[config.mk]
export PLATFORM = sky130hd
export DESIGN_NAME = instr_fetch_rtype
export DESIGN_NICKNAME = d
export VERILOG_FILES = /design/src/rtl/instr_fetch_rtype.sv
export SDC_FILE = /design/constraint.sdc
export NUM_CORES = 2
export LEC_CHECK = 0
export ABC_CLOCK_PERIOD_IN_PS = 3800
export CAP_MARGIN = 0
export CORE_MARGIN = 2
export CORE_UTILIZATION = 25
export DETAILED_ROUTE_END_ITERATION = 10
export HOLD_SLACK_MARGIN = 0.12
export SETUP_SLACK_MARGIN = 0.4
export SYNTH_ARGS = -nofsm -noshare
export SYNTH_HDL_FRONTEND = slang
export SYNTH_SLANG_ARGS = --single-unit
[constraint.sdc]
create_clock -name clk -period 3.8 [get_ports clk]
set_input_delay 0.38 -clock clk [delete_from_list [all_inputs] [get_ports clk]]
set_output_delay 0.38 -clock clk [all_outputs]
set_load 0.005 [all_outputs]
[src/rtl/instr_fetch_rtype.sv]
// Instruction-fetch stage feeding the R-type datapath: loadable instruction memory,
// byte-addressed PC, one registered instruction per clock, automatic RAW-hazard bubbles.
module instr_fetch_rtype #(
  parameter int MEM_DEPTH      = 64,
  parameter int ADDR_W         = 6,
  parameter int HAZARD_BUBBLES = 1
) (
  input  logic              clk,
  input  logic              rst_n,
  input  logic              run,
  input  logic              load_en,
  input  logic [ADDR_W-1:0] load_addr,
  input  logic [31:0]       load_data,
  input  logic              stall,
  output logic [31:0]       instruccion,
  output logic              instr_valid,
  output logic              bubble,
  output logic [31:0]       pc,
  output logic              done
);

  typedef enum logic [1:0] {IDLE, FETCH, BUBBLE, HALT} state_t;

  localparam logic [1:0]  HB        = 2'(HAZARD_BUBBLES);
  localparam logic [31:0] HALT_WORD = 32'hFFFF_FFFF;

  state_t            state;
  logic [31:0]       mem [MEM_DEPTH];
  logic [4:0]        last_rd;
  logic [1:0]        nop_cnt;

  logic [ADDR_W-1:0] idx;
  logic [ADDR_W-1:0] idx_next;
  logic [31:0]       word;
  logic [5:0]        opcode;
  logic [4:0]        rs, rt, rd;
  logic              hazard;
  logic              more_bubbles;
  logic [1:0]        nop_inc;

  assign idx      = pc[ADDR_W+1:2];
  assign idx_next = idx + ADDR_W'(1);
  assign word     = mem[idx];
  assign opcode   = word[31:26];
  assign rs       = word[25:21];
  assign rt       = word[20:16];
  assign rd       = word[15:11];

  // $0 is never a real destination, so last_rd == 0 disables the tracker.
  assign hazard       = (last_rd != 5'd0) && ((rs == last_rd) || (rt == last_rd)) && (nop_cnt < HB);
  assign more_bubbles = (state == BUBBLE) && (nop_cnt < HB);
  assign nop_inc      = (nop_cnt >= HB) ? nop_cnt : nop_cnt + 2'd1;

  // NOTE: the instruction store has no reset so a program survives rst_n; it lives in
  // its own clocked block, apart from the reset-bearing control registers.
  always_ff @(posedge clk) begin
    if (load_en && (state == IDLE || state == HALT))
      mem[load_addr] <= load_data;
  end

  // NOTE: all sequential state uses non-blocking assignments so every register samples
  // the pre-edge values of its neighbours.
  always_ff @(posedge clk or negedge rst_n) begin
    if (!rst_n) begin
      state       <= IDLE;
      pc          <= 32'd0;
      instruccion <= 32'd0;
      instr_valid <= 1'b0;
      bubble      <= 1'b0;
      done        <= 1'b0;
      last_rd     <= 5'd0;
      nop_cnt     <= HB;
    end else begin
      case (state)
        IDLE: begin
          instruccion <= 32'd0;
          instr_valid <= 1'b0;
          bubble      <= 1'b0;
          done        <= 1'b0;
          if (run) state <= FETCH;
        end

        HALT: begin
          instruccion <= 32'd0;
          instr_valid <= 1'b0;
          bubble      <= 1'b0;
          done        <= 1'b1;
          if (!run) begin
            state <= IDLE;
            pc    <= 32'd0;
            done  <= 1'b0;
          end
        end

        FETCH, BUBBLE: begin
          if (!stall) begin
            if (more_bubbles || (state == FETCH && word != HALT_WORD && hazard)) begin
              instruccion <= 32'd0;
              instr_valid <= 1'b0;
              bubble      <= 1'b1;
              nop_cnt     <= nop_inc;
              state       <= run ? BUBBLE : IDLE;
            end else if (word == HALT_WORD) begin
              instruccion <= 32'd0;
              instr_valid <= 1'b0;
              bubble      <= 1'b0;
              done        <= 1'b1;
              state       <= HALT;
            end else begin
              // Issue path; a BUBBLE that has paid its NOPs lands here with the held word.
              instruccion <= word;
              instr_valid <= 1'b1;
              bubble      <= 1'b0;
              pc          <= 32'({idx_next, 2'b00});
              state       <= run ? FETCH : IDLE;
              if (word == 32'd0) begin
                nop_cnt <= nop_inc;
              end else if (opcode == 6'd0) begin
                last_rd <= rd;
                nop_cnt <= 2'd0;
              end else begin
                last_rd <= 5'd0;
              end
            end
          end
        end

        default: state <= IDLE;
      endcase
    end
  end

endmodule

==> results.sh <==
export IMPL_gp_congestion=0.903
export IMPL_grt_pass1_vias=43700
export IMPL_port_buffers=83
export IMPL_cp_num_buf_inv=7
export IMPL_grt_ovfl_total=0
export IMPL_ff2ff_path_depth=17
export IMPL_finalWorstSetupSlack_ns=-0.477
export IMPL_drt_pass1_iter_count=6
export IMPL_core_area_um2=327000
export IMPL_cpPeakStageDelay_ns=0.56
export IMPL_synth_cell_types=105
export IMPL_avgViaCountPerCell=4.96
export IMPL_hold_end="mem[40][28]"
export IMPL_synth_most_common_cell="edfxtp_1"
export IMPL_seq_power_share_pct=41.8
export IMPL_die_w_um=576
export IMPL_die_y_um=576
export IMPL_clk_latency_ns=0.86
export IMPL_min_path_cells=1
export IMPL_cellPowerDensity_nw_per_um2=623
export IMPL_ys_async_sr_fraction_pct=2.38
export IMPL_synthesis_instances=3762
export IMPL_startpoint="pc[2]"
export IMPL_antenna_found_initial=34
export IMPL_power_frac_clock_pct=32.0
export IMPL_synth_yosys_seq_area_share_pct=76.6
export IMPL_gr_max_usage_layer="met2"
export IMPL_switching_share_pct=27.8
export IMPL_root_buffer="clkbuf_16"
export IMPL_drt_wl_total_um=266000
export IMPL_synth_top_flop_cell="edfxtp_1"
export IMPL_ir_drop_uv=430
export IMPL_cp_top_family="simple AND/OR/NAND/NOR gates"
export IMPL_crit_fanout=14
export IMPL_ios=110
export IMPL_yosys_area_top_type="edfxtp_1"
export IMPL_grt_util_met1_pct=20.6
export IMPL_drtIter0Drc=6477
export IMPL_tns_ns=-19.80
export IMPL_startpoint_type="flip-flop"
export IMPL_dieArea_um2=332000
export IMPL_placementRows=210
export IMPL_numCtsBuffers=209
export IMPL_grt_use_met3_pct=3.21
export IMPL_p_switching_mw=17.4
export IMPL_grtUsageTotal_pct=15.6
export IMPL_num_nets_final=4542
export IMPL_crit_path_end_kind="flip-flop"
export IMPL_area_delta_synth_final_pct=22.8
export IMPL_combPwrFrac_pct=26.2
export IMPL_drive_gt1_share_pct=35.0
export IMPL_grt_pass1_wl_um=362000
export IMPL_setup_viol=50
export IMPL_hold_viol=0
export IMPL_clk_pin_slew_worst_paths_ns=0.07
export IMPL_p_int_mw=45.2
export IMPL_antenna_left=0
export IMPL_dp_hpwl_um=165000
export IMPL_hold_class="in -> reg"
export IMPL_synth_top_cells_by_count="edfxtp_1 (2048), mux4_2 (431), mux2i_1 (152)"
export IMPL_vias=44700
export IMPL_period_minus_slack_ns=4.28
export IMPL_status="finished, violations left"
export IMPL_yosysWarnings=0
export IMPL_synth_seq_cells=2098
export IMPL_finalPower_mw=62.7
export IMPL_max_freq_mhz=234
export IMPL_regToRegSetupSlack_ns=-0.48
export IMPL_period_share_pct=113
export IMPL_slew_headroom_pct=14.2
export IMPL_path_class="reg -> reg"
export IMPL_synth_edf_count=2048
export IMPL_drc=0
export IMPL_path_cells="buf_12 > buf_6 > buf_4 > mux4_2 > mux2i_1 > o21ai_1 > nand2_2 > or3_4 > nand4b_1 > nor4b_4 > buf_4 > and4_4 > buf_6 > buf_6 > nor3_4 > clkbuf_16 > a22o_1"
export IMPL_r2r_end="instruccion[11]"
export IMPL_cp_required_ns=4.55
export IMPL_rsz0062_at_grt="yes"
export IMPL_wire_per_inst_um=29.5
export IMPL_synth_area_leaders="edfxtp_1 (75%), mux4_2 (12%), mux2i_1 (1.9%)"
export IMPL_syn_area_per_cell_um2=21.8
export IMPL_timing_rr_start="pc[2]"
export IMPL_netlist_area_um2=81900
export IMPL_clock_sinks=2098
export IMPL_htreeDepth=4
export IMPL_start_util_pct=25.1
export IMPL_p_leak_nw=31.6
export IMPL_grtUsageMet2_pct=25.0
export IMPL_grt_start_max_net_pins=65
export IMPL_worst_pin_slew_ns=1.29
export IMPL_cts_tree="yes"
export IMPL_drv_cap=0
export IMPL_synth_top_cell_area_share_pct=75.1
export IMPL_hold_start="load_data[28]"
export IMPL_cp_slowest_cell="dfrtp_4"
export IMPL_n_fill_cell=31100
export IMPL_maxSlewViolCount=0
export IMPL_clock_skew_ns=0.0465
export IMPL_cts_max_path_buffers=3
export IMPL_arrival_ns=5.03
export IMPL_path_common_cell="buf_6"
export IMPL_violations="setup timing"
==> routing by layer <==
metal	vias to the layer above	wire (um)
li1	17400	-
met1	24100	102000
met2	2613	124000
met3	528	26100
met4	22	13100
met5	-	126
==> how the worst max path moves through the flow <==
stage / endpoint / slack [ns] / cells past startpoint
finish: instruccion[11] / -0.48 / 17
global route: nop_cnt[1] / -0.55 / 17
global placement: pc[5] / -1.05 / 15
detailed placement: pc[5] / -1.06 / 15
floorplan: last_rd[0] / 0.24 / 15
CTS: pc[5] / -0.50 / 17
==> sequential cells by signal, summed over array words and instances, names as in the netlist <==
register     flops
bubble           1
instr_valid      1
done             1
instruccion     32
mem           2048
state            2
last_rd          5
nop_cnt          2
pc               6
==> cell usage in the layout, fill, tap and decap left out, drive strengths merged, types with 23 or more instances in the layout <==
master	synthesis	layout
nor2	108	108
mux2i	152	152
mux4	455	455
o21ai	45	45
a21oi	48	48
a221oi	23	23
buf	177	660
o221ai	25	25
clkbuf	48	256
nand2	86	86
a22o	51	51
edfxtp	2048	2048
o22ai	53	53
nor3	24	25
clkinv	3	95
a22oi	70	70
clkdlybuf4s50	0	50
dfrtp	49	49
mux2	44	44
conb	1	26
==> worst reg2reg max path, delay by kind of cell, from the launching register on <==
kind / cells / cell delay (ns)
multiplexers: 2 / 0.43
buffers and inverters: 7 / 1.22
AND/OR/NAND/NOR: 6 / 1.35
flip-flops: 1 / 0.56
AO/OA/AOI/OAI: 2 / 0.58
==> metrics by stage <==
step	setup slack, ns	utilization [%]	area, um^2	hold slack (ns)	std cells
detailed placement	-1.06	28.4	92600	0.372	8556
global placement	-1.05	28.4	92600	0.353	8556
floorplan	0.244	-	82100	0.0844	3787
finish	-0.477	30.8	101000	0.175	9012
CTS	-0.497	30.7	100000	0.121	8984
global route	-0.553	30.8	101000	0.162	9005
==> area by class of cell <==
type / count / area [um^2] / share of cell area [%]
flip-flops and latches: 2098 / 62800 / 62.4
multi-input cells: 1447 / 18400 / 18.3
repair buffers: 719 / 7290 / 7.25
clock buffers: 254 / 5450 / 5.42
well taps: 4346 / 5440 / 5.41
clock inverters: 123 / 1140 / 1.13
inverters: 17 / 63.8 / 0.0634
diodes: 8 / 20.0 / 0.0199
==> repair_timing <==
item / CTS / global route
gates cloned: 5 / 1
endpoints found under the hold margin: 103 / 0
endpoints found under the setup margin: 50 / 50
pin swaps: 32 / 36
buffers inserted: 40 / 19
resized for setup: 73 / 57
hold buffers: 6 / 0
==> power by group through the flow <==
stage	clock, mW	combinational, mW	sequential, mW
2_1_floorplan	0	8.88	26.3
3_3_place_gp	0	15.1	26.7
3_5_place_dp	0	15.1	26.7
4_1_cts	20.3	15.9	26.2
5_1_grt	21.2	17.1	26.2
6_report	20.1	16.4	26.2
==> cell families after synthesis <==
logic type      synth area share, %
flops                          76.6
mux                            15.1
compound gates                 3.68
simple gates                   2.22
buf+inv                        2.23
fa+ha+maj                     0.107
xor+xnor                     0.0428
other cells                 0.00458
(Power assumes the default switching activity.)
